`config.mk`:
```
export PLATFORM = sky130hd
export DESIGN_NAME = gpio_input_ctrl
export DESIGN_NICKNAME = d
export VERILOG_FILES = /design/src/rtl/gpio_input_ctrl.sv
export SDC_FILE = /design/constraint.sdc
export NUM_CORES = 1
export LEC_CHECK = 0
export CAP_MARGIN = 20
export CORE_UTILIZATION = 30
export DETAILED_ROUTE_END_ITERATION = 10
export DONT_BUFFER_PORTS = 1
export GPL_ROUTABILITY_DRIVEN = 0
export GPL_TIMING_DRIVEN = 0
export SYNTH_ARGS = -nofsm -noshare
export SYNTH_HDL_FRONTEND = slang
export SYNTH_SLANG_ARGS = --single-unit
```
`constraint.sdc`:
```
create_clock -name clk -period 4.2 [get_ports clk]
set_clock_uncertainty 0.1 [all_clocks]
set_input_delay 0.63 -clock clk [delete_from_list [all_inputs] [get_ports clk]]
set_output_delay 0.63 -clock clk [all_outputs]
set_load 0.02 [all_outputs]
```
`src/rtl/gpio_input_ctrl.sv`:
```
// Purpose : GPIO header input front end: synchronises the fire button and the eight
//           answer pins, debounces the button, latches the answer byte per press.
// Latency : pin first sampled high at edge k -> btn_level and press event at edge
//           k+1+DEBOUNCE_CYCLES; release path has the same latency.
// Backpressure: one-deep mailbox; a press arriving while it is full and unacknowledged
//           keeps the oldest byte and raises overflow until the next rd_ack.
//
// Ports:
//   clk          system clock (50 MHz)
//   rst          synchronous, active-high reset
//   gpio1[40:1]  raw asynchronous header pins (37 = fire button, 8 scattered data pins)
//   rd_ack       CPU read acknowledge, single-cycle pulse
//   data_out     latched answer byte
//   data_valid   mailbox holds an unread byte
//   overflow     a press was dropped while the mailbox was full
//   btn_level    debounced fire-button level
//   press_count  total debounced presses, wraps 255 -> 0
module gpio_input_ctrl #(
    parameter int DEBOUNCE_CYCLES = 1000,
    parameter int CNT_W           = 16
) (
    input  logic        clk,
    input  logic        rst,
    input  logic [40:1] gpio1,
    input  logic        rd_ack,
    output logic [7:0]  data_out,
    output logic        data_valid,
    output logic        overflow,
    output logic        btn_level,
    output logic [7:0]  press_count
);

    // ------------------------------------------------------------------
    // Debounce FSM encoding
    // ------------------------------------------------------------------
    localparam logic [1:0] RELEASED     = 2'd0;
    localparam logic [1:0] PRESS_WAIT   = 2'd1;
    localparam logic [1:0] PRESSED      = 2'd2;
    localparam logic [1:0] RELEASE_WAIT = 2'd3;

    // The edge that moves the FSM out of a stable state has already seen the
    // new synchronised level once, so the wait states only need to observe it
    // DEBOUNCE_CYCLES-1 more times. Counting 0..DEBOUNCE_CYCLES-2 in the wait
    // state gives exactly DEBOUNCE_CYCLES consecutive synchronised samples,
    // i.e. the event lands on edge k+1+DEBOUNCE_CYCLES.
    localparam logic [CNT_W-1:0] CNT_LAST = CNT_W'(DEBOUNCE_CYCLES - 2);

    // ------------------------------------------------------------------
    // Pin map: answer byte bits are scattered across the header
    // ------------------------------------------------------------------
    logic [7:0] pin_byte;

    always_comb begin
        pin_byte    = 8'h00;
        pin_byte[7] = gpio1[35];
        pin_byte[6] = gpio1[21];
        pin_byte[5] = gpio1[33];
        pin_byte[4] = gpio1[23];
        pin_byte[3] = gpio1[31];
        pin_byte[2] = gpio1[25];
        pin_byte[1] = gpio1[39];
        pin_byte[0] = gpio1[27];
    end

    // Remaining header pins are not used by this block.
    logic unused_pins;
    assign unused_pins = &{1'b0, gpio1[20:1], gpio1[22], gpio1[24], gpio1[26],
                           gpio1[30:28], gpio1[32], gpio1[34], gpio1[36],
                           gpio1[38], gpio1[40]};

    // ------------------------------------------------------------------
    // Two-flop synchronisers (button and data byte)
    // ------------------------------------------------------------------
    logic       btn_s1;
    logic       btn_s2;
    logic [7:0] dat_s1;
    logic [7:0] dat_s2;

    always_ff @(posedge clk) begin
        if (rst) begin
            btn_s1 <= 1'b0;
            btn_s2 <= 1'b0;
            dat_s1 <= 8'h00;
            dat_s2 <= 8'h00;
        end else begin
            btn_s1 <= gpio1[37];
            btn_s2 <= btn_s1;
            dat_s1 <= pin_byte;
            dat_s2 <= dat_s1;
        end
    end

    // ------------------------------------------------------------------
    // Debounce FSM
    // ------------------------------------------------------------------
    logic [1:0]       state;
    logic [CNT_W-1:0] cnt;
    logic             cnt_done;
    logic             press_evt;

    assign cnt_done  = (cnt == CNT_LAST);
    // Press event is the PRESS_WAIT -> PRESSED transition.
    assign press_evt = (state == PRESS_WAIT) && btn_s2 && cnt_done;

    always_ff @(posedge clk) begin
        if (rst) begin
            state     <= RELEASED;
            cnt       <= '0;
            btn_level <= 1'b0;
        end else begin
            case (state)
                RELEASED: begin
                    if (btn_s2) begin
                        cnt   <= '0;
                        state <= PRESS_WAIT;
                    end
                end
                PRESS_WAIT: begin
                    if (!btn_s2) begin
                        // bounce: abandon and restart from scratch on next rise
                        cnt   <= '0;
                        state <= RELEASED;
                    end else if (cnt_done) begin
                        state     <= PRESSED;
                        btn_level <= 1'b1;
                    end else begin
                        cnt <= cnt + CNT_W'(1);
                    end
                end
                PRESSED: begin
                    if (!btn_s2) begin
                        cnt   <= '0;
                        state <= RELEASE_WAIT;
                    end
                end
                RELEASE_WAIT: begin
                    if (btn_s2) begin
                        state <= PRESSED;
                    end else if (cnt_done) begin
                        state     <= RELEASED;
                        btn_level <= 1'b0;
                    end else begin
                        cnt <= cnt + CNT_W'(1);
                    end
                end
                default: begin
                    state     <= RELEASED;
                    cnt       <= '0;
                    btn_level <= 1'b0;
                end
            endcase
        end
    end

    // ------------------------------------------------------------------
    // Mailbox and press counter
    // ------------------------------------------------------------------
    // An ack on the same edge as a press frees the slot for the new byte, so
    // the press is accepted rather than counted as an overflow.
    logic slot_free;
    assign slot_free = !data_valid || rd_ack;

    always_ff @(posedge clk) begin
        if (rst) begin
            data_out    <= 8'h00;
            data_valid  <= 1'b0;
            overflow    <= 1'b0;
            press_count <= 8'h00;
        end else begin
            if (press_evt) begin
                press_count <= press_count + 8'd1;
                if (slot_free) begin
                    data_out   <= dat_s2;
                    data_valid <= 1'b1;
                    if (rd_ack) begin
                        overflow <= 1'b0;
                    end
                end else begin
                    overflow <= 1'b1;
                end
            end else if (rd_ack && data_valid) begin
                data_valid <= 1'b0;
                overflow   <= 1'b0;
            end
        end
    end

endmodule

```
# == After elaboration in Yosys (flattened, before gate mapping) ==
# Index checks and enable logic that the tools add are counted.
# totals
regBits,55
input_bits,43
out_inout_bits,19
wordCells,65
# op_classes
n_addsub,2
eq_ne,14
muxes,24
n_reduce_logical,14
# op_table
operator,count
$mux 16,5
$pmux 16 s4,1
$add 16x1->16 const B,1
$eq 16x10->1 const B,1
$mux 2,6
$ne 2x2->1 const B,6
$mux 1,10
$ne 3x3->1 const B,3
$add 8x1->8 const B,1
$pmux 2 s4,1
$reduce_and 2->1,3
$reduce_and 5->1,1
$eq 2x2->1 const B,2
$reduce_and 4->1,1
$reduce_bool 2->1,2
$logic_and 1x1->1,3
$reduce_and 3->1,1
$eq 2x1->1 const B,1
$logic_not 2->1,1
$ne 2x1->1 const B,1
$pmux 1 s2,1
$logic_not 1->1,1
$logic_or 1x1->1,1

# == Depth between registers and ports, before layout ==
# Gate-level depths: netlist (run 1).
# logic_depth
depth_word,5
ltp_mapped,7
mapped_depth_nobuf,6

# == Worst setup path before layout (run 1) ==
# No wires, ideal clock.
# synth_path
path_type,flip-flop to flip-flop
start,reg cnt[0]
end,reg press_count[5]
setup_ps,121
t_arrival_ps,1584
required_time_ps,3979
setup_slack_ps,2395
path_stages_with_launch,7
path_buffers,0
period_less_slack_ps,1805
path_cell_list,dfxtp_1 -> inv_1 -> ha_1 -> nor4b_4 -> nand3_2 -> nor4_1 -> mux2_2
# synth_between
elab_chain_len,2
# synth_lines
element,line,rtl
"start, declared",97,logic [CNT_W-1:0] cnt;
"start signal, assigned",127,cnt <= cnt + CNT_W'(1);
"start signal, assigned",143,cnt <= cnt + CNT_W'(1);
$eq 16x10->1,101,assign cnt_done = (cnt == CNT_LAST);
$logic_and 1x1->1,103,assign press_evt = (state == PRESS_WAIT) && btn_s2 && cnt_done;
"end signal, assigned",171,press_count <= press_count + 8'd1;
"end, declared",30,output logic [7:0] press_count
# Every way passes these cells.
# A chain may end at the register's enable or synchronous reset.

# == Worst setup path after layout (run 1) ==
# layout_path
start,reg cnt[0]
end,reg press_count[2]
# The elaborated chain is that of the path after synthesis.

==> flow_summary_export.csv, run 1 <==
group,metric,value,unit
global_routing,met1_usage,0.158,
detailed_routing,routed_wl,5120,µm
detailed_routing,via_per_inst,4.98,
place,placed_cell_area,2560,µm²
global_routing,grt_first_pass_wirelength,8850,µm
place,dpl.hpwl,3720,µm
critical_path,startpoint_type,"flip-flop",
synthesis,ys_top_cells_by_area,"dfxtp_1 45%, nor2b_1 5.7%, nand2b_1 4.9%",
run,cap_violations,0,
worst_hold_path,hold_class,"in2reg",
pwr,irDropWorstVdd,0.189,mV
critical_path,path_max_fanout,10,
pwr,p_leak,0.884,nW
detailed_routing,wl_per_cell,13.9,µm
cells_and_area,drive_gt1_frac,0.0977,
floorplan,row_count,32,
floorplan,initial_utilization,0.313,
synthesis,syn-cell-area,2430,µm²
cells_and_area,n_fill_cell,822,
critical_path,cp_num_buf_inv,2,
global_routing,grt.total_usage,0.132,
cells_and_area,postLayoutCellArea,2680,µm²
timing,rsz0062_at_grt,"no",
timing,max_freq,476,MHz
global_routing,grt_pass1_vias,1822,
critical_path,crit_required,4.29,ns
timing,timing.slew.headroom,0.640,
synthesis,synth_top_cell_by_area,"dfxtp_1",
global_routing,grt_use_met3,0.0373,
clock_network,clk_pin_slew_worst_paths,0.11,ns
cells_and_area,final_core_util,0.345,
detailed_routing,drc,0,
detailed_routing,drtAntennaViolNets,0,
floorplan,die_h,92.1,µm
place,io_buffers,0,
detailed_routing,drt-initial-drc-count,77,
clock_network,cts.sink_count,55,
synthesis,avgSynthCellArea,9.43,µm²
synthesis,ys_seq_area_frac,0.452,
synthesis,synthDistinctLibCells,44,
floorplan,dieArea,8480,µm²
critical_path,path_class,"reg2reg",
critical_path,crit_path_end_kind,"flip-flop",
timing,fin_crit_sh,0.500,
timing,finalHoldViolations,0,
run_status,status,"completed",
clock_network,cts.repair.resized,0,
cells_and_area,num_antenna_cells,0,
floorplan,fp.dieW,92.1,µm
timing,setup_tns,0,ns
clock_network,ctsHoldBuffers,0,
pwr,power.density,353,nW/µm²
critical_path,worst_ep_arrival_time,2.19,ns
synthesis,syn_inst,258,
timing,setup_viol,0,
clock_network,cts.path.max_buffers,2,
critical_path,slowest_delay,0.34,ns
cells_and_area,mostFrequentLayoutCell,"dfxtp_1",
floorplan,coreArea,7770,µm²
pwr,finalPower,0.946,mW
timing,tightest_slew,0.538,ns
global_routing,grt-busiest-layer,"met2",
clock_network,post_cts_buffers,0,
global_routing,grt_max_degree,20,
cells_and_area,area_growth,10.1,%
clock_network,cts_buffers,5,
critical_path,crit_chain,"inv_1 -> ha_1 -> nor4b_4 -> nand4_2 -> clkbuf_1 -> o31ai_1 -> a21oi_1",
clock_network,clk_latency,0.32,ns
detailed_routing,drtPass1Iterations,4,
clock_network,cts_tree,"yes",
global_routing,grt-ovfl-total,0,
synthesis,synth_ff_type,"dfxtp_1",
synthesis,synth-seq-cells,55,
synthesis,synth_edf_count,0,
critical_path,cpMaxStageDelayCell,"dfxtp_1",
global_routing,use_met2,0.228,
clock_network,cts-root-buf,"clkbuf_8",
critical_path,crit_family,"simple AND/OR/NAND/NOR gates",
synthesis,synthArstFlopShare,0,
timing,drv_slew,0,
cells_and_area,nets,311,
cells_and_area,most-common-layout-cells,"55 x dfxtp_1, 22 x nor2b_1, 19 x nand2b_1",
detailed_routing,vias,1834,
synthesis,syn_nets,304,
floorplan,io_pins,62,
global_routing,antenna_found_initial,0,
synthesis,yosysWarnings,0,
clock_network,htreeDepth,2,
synthesis,yosys.area.top_type_share,0.452,
timing,period_needed,2.10,ns
worst paths after layout:
check,startpoint,endpoint,slack (ns),cells past startpoint
setup / recovery,cnt[0],press_count[2],2.10,7
setup reg to reg,cnt[0],press_count[2],2.10,7
hold reg to reg,dat_s1[6],dat_s2[6],0.35,1
hold / removal,gpio1[33],dat_s1[5],0.33,1
stage by stage:
step	hold slack [ns]	std cells	setup slack, ns
floorplan	0.314	258	2.40
global placement	0.321	360	2.09
detailed placement	0.321	360	2.10
CTS	0.324	368	2.08
global route	0.312	368	1.92
finish	0.330	368	2.10
where the power goes:
group | switching (mW) | total (mW) | leakage [nW] | internal, mW
registers | 0.00481 | 0.536 | 0.447 | 0.532
logic | 0.0228 | 0.0385 | 0.376 | 0.0157
clock network | 0.187 | 0.371 | 0.0607 | 0.184
worst register-to-register path, stage by stage (launching register included):
cell and delay [ns]:
dfxtp_1 0.34, inv_1 0.08, ha_1 0.17, nor4b_4 0.30, nand4_2 0.26, clkbuf_1 0.29, o31ai_1 0.32, a21oi_1 0.10
sequential cells by signal, summed over array words and instances, names as in the netlist, named ones only:
name / flops
btn_level: 1
btn_s1: 1
btn_s2: 1
cnt: 16
dat_s1: 8
dat_s2: 8
data_out: 8
data_valid: 1
overflow: 1
press_count: 8
state: 1
routing by layer:
metal	wire [µm]	up-vias	share of wire
li1	-	938	-
met3	165	4	0.032
met5	0	-	0
met2	2550	23	0.50
met1	2360	869	0.46
met4	45	0	0.0088
synth_stat cells (3+ instances only):
| master | count |
|---|---|
| nor2_1 | 10 |
| clkbuf_1 | 7 |
| nand4_1 | 4 |
| a21oi_1 | 18 |
| nand2_1 | 9 |
| or4_1 | 9 |
| nor4_1 | 3 |
| o31ai_1 | 9 |
| buf_2 | 5 |
| or3_1 | 4 |
| mux2i_1 | 9 |
| dfxtp_1 | 55 |
| ha_1 | 3 |
| nand2b_1 | 19 |
| mux2_2 | 4 |
| and3_1 | 4 |
| and4_1 | 3 |
| o21ai_0 | 10 |
| nor2b_1 | 22 |
| inv_1 | 9 |
| nand3_1 | 11 |
layout make-up:
class                      instances  area [µm²]  share of cell area
clock buffer                       5        68.8              0.0257
sequential                        55        1100               0.411
multi-input combinational        180        1240               0.461
inverter                           9        33.8              0.0126
clock inverter                     3        50.0              0.0187
buffer                            14        62.6              0.0233
tap                              102         128              0.0476
logic make-up after synthesis:
family | share of synthesized area
XOR/XNOR | 0.0108
adder cells (fa/ha/maj) | 0.0154
buffers and inverters | 0.0396
AO/OA/AOI/OAI | 0.118
multiplexers | 0.0555
flip-flops | 0.452
AND/OR/NAND/NOR | 0.308
No activity file was read; power rests on OpenSTA's default activity.
==> run 2: changes to the inputs <==
clock period = 2.1 ns   (was 4.2 ns; I/O delays follow)
==> run 2 against run 1 <==
Net effect:
- first-iteration DRC count decreased by 13%
- via count up 2.1%
- maximum frequency up 0.94%
- worst hold slack got worse by 0.31 ns
- die area is the same
- cell count is 1.1% higher
- sequential share of layout area is 1.1 points lower
- wire length is 0.47% higher
- final area rose by 3.0%
- clock power increased by 100%
- critical endpoint is now press_count[6]
- sequential power is 100% higher
==> flow_summary_export.csv, run 2 (synthesis results as in run 1) <==
group,metric,value,unit
run_status,status,"completed",
critical_path,path_class,"reg2reg",
pwr,irDropWorstVdd,0.379,mV
pwr,p_leak,0.923,nW
pwr,power.density,687,nW/µm²
critical_path,slowest_delay,0.37,ns
critical_path,crit_path_end_kind,"flip-flop",
floorplan,io_pins,62,
floorplan,coreArea,7770,µm²
clock_network,clk_latency,0.32,ns
timing,fin_hold_ws,0.0160,ns
place,io_buffers,0,
detailed_routing,vias,1872,
critical_path,worst_ep_arrival_time,2.20,ns
place,dpl.hpwl,3720,µm
clock_network,cts_tree,"yes",
detailed_routing,drtPass1Iterations,4,
timing,setup_viol,0,
timing,finalHoldViolations,0,
timing,timing.slew.headroom,0.671,
global_routing,grt_pass1_vias,1822,
timing,period_needed,2.08,ns
place,post-place-cells,360,
floorplan,row_count,32,
cells_and_area,area_growth,13.4,%
timing,rsz0062_at_grt,"yes",
clock_network,cts.sink_count,55,
clock_network,clk_pin_slew_worst_paths,0.11,ns
timing,setup_tns,0,ns
cells_and_area,nets,315,
timing,drv_slew,0,
worst_hold_path,hold_depth,1,
clock_network,cts.path.max_buffers,2,
timing,tightest_slew,0.489,ns
critical_path,cpMaxStageDelayCell,"mux2_2",
detailed_routing,drc,0,
clock_network,htreeDepth,2,
cells_and_area,final_core_util,0.355,
critical_path,crit_required,2.22,ns
critical_path,path_max_fanout,6,
floorplan,fp.dieW,92.1,µm
floorplan,dieArea,8480,µm²
timing,final.setup.worst_slack,0.0199,ns
critical_path,startpoint_type,"flip-flop",
detailed_routing,drt-initial-drc-count,67,
detailed_routing,via_per_inst,5.03,
global_routing,antenna_found_initial,0,
cells_and_area,layout.cells.non_filler,372,
cells_and_area,regMostFlops,"cnt",
cells_and_area,most-common-layout-cells,"53 x dfxtp_1, 22 x nor2b_1, 19 x nand2b_1",
critical_path,crit_chain,"inv_1 -> ha_2 -> nor4b_4 -> buf_4 -> nand3_4 -> nor4_1 -> mux2_2",
cells_and_area,largest_reg_flops,16,
cells_and_area,num_antenna_cells,0,
cells_and_area,drive_gt1_frac,0.130,
place,place_ws,0.0299,ns
run,cap_violations,0,
cells_and_area,mostFrequentLayoutCell,"dfxtp_1",
global_routing,grt.total_usage,0.132,
timing,fin_crit_sh,0.991,
global_routing,grt_max_degree,20,
floorplan,die_h,92.1,µm
detailed_routing,wl_per_cell,13.8,µm
critical_path,r2r_cells,7,
timing,max_freq,481,MHz
detailed_routing,routed_wl,5150,µm
clock_network,cts_buffers,5,
worst_hold_path,hold_class,"in2reg",
global_routing,grt-ovfl-total,0,
global_routing,grt_first_pass_wirelength,8850,µm
detailed_routing,drtAntennaViolNets,0,
clock_network,cts-root-buf,"clkbuf_8",
floorplan,initial_utilization,0.313,
-- run 2: critical path, delay by kind of cell (launching register included) --
kind / cells / cell delay, ns
adder cells (fa/ha/maj): 1 / 0.18
multiplexers: 1 / 0.37
buffers and inverters: 2 / 0.26
flip-flops: 1 / 0.34
AND/OR/NAND/NOR: 3 / 0.74
-- run 2: through the flow --
| step | instance area [µm²] | total power [mW] |
|---|---|---|
| after detailed placement | 2560 | 1.18 |
| after global routing | 2760 | 1.98 |
| final | 2760 | 1.90 |
| after global placement | 2560 | 1.17 |
| after floorplan | 2430 | 1.16 |
| after CTS | 2680 | 1.92 |
-- run 2: worst paths after layout --
path	startpoint	endpoint	slack, ns
worst max-delay path	cnt[0]	press_count[6]	0.02
worst min-delay path	gpio1[33]	dat_s1[5]	0.02
worst max register to register	cnt[0]	press_count[6]	0.02
worst min register to register	dat_s1[6]	dat_s2[6]	0.35
-- run 2: timing repair --
item                                    CTS  global route
endpoints found under the setup margin    8            19
setup buffers                             0             3
gates resized for setup                   0            10
pin swaps                                 1             2
hold endpoints to repair                  0             1
hold buffers                              0             1
-- run 2: per-layer routing --
metal  track usage  up-vias  share of wire
met3        0.0373        4          0.032
met4        0.0391        0         0.0087
met2         0.228       24           0.50
li1              -      943              -
met5             0        -              0
met1         0.158      901           0.46
-- run 2: area by class of cell --
type	instances	area, µm²
flip-flops and latches	55	1100
multi-input cells	180	1270
inverters	9	33.8
well taps	102	128
plain buffers	14	63.8
clock buffers	5	68.8
fillers	810	5010
repair buffers	4	45.0
clock inverters	3	50.0
-- run 2: power breakdown --
part	leakage (nW)	switching (mW)	total [mW]	internal, mW
logic	0.415	0.0462	0.0805	0.0343
clock network	0.0607	0.374	0.742	0.368
registers	0.448	0.00961	1.07	1.06
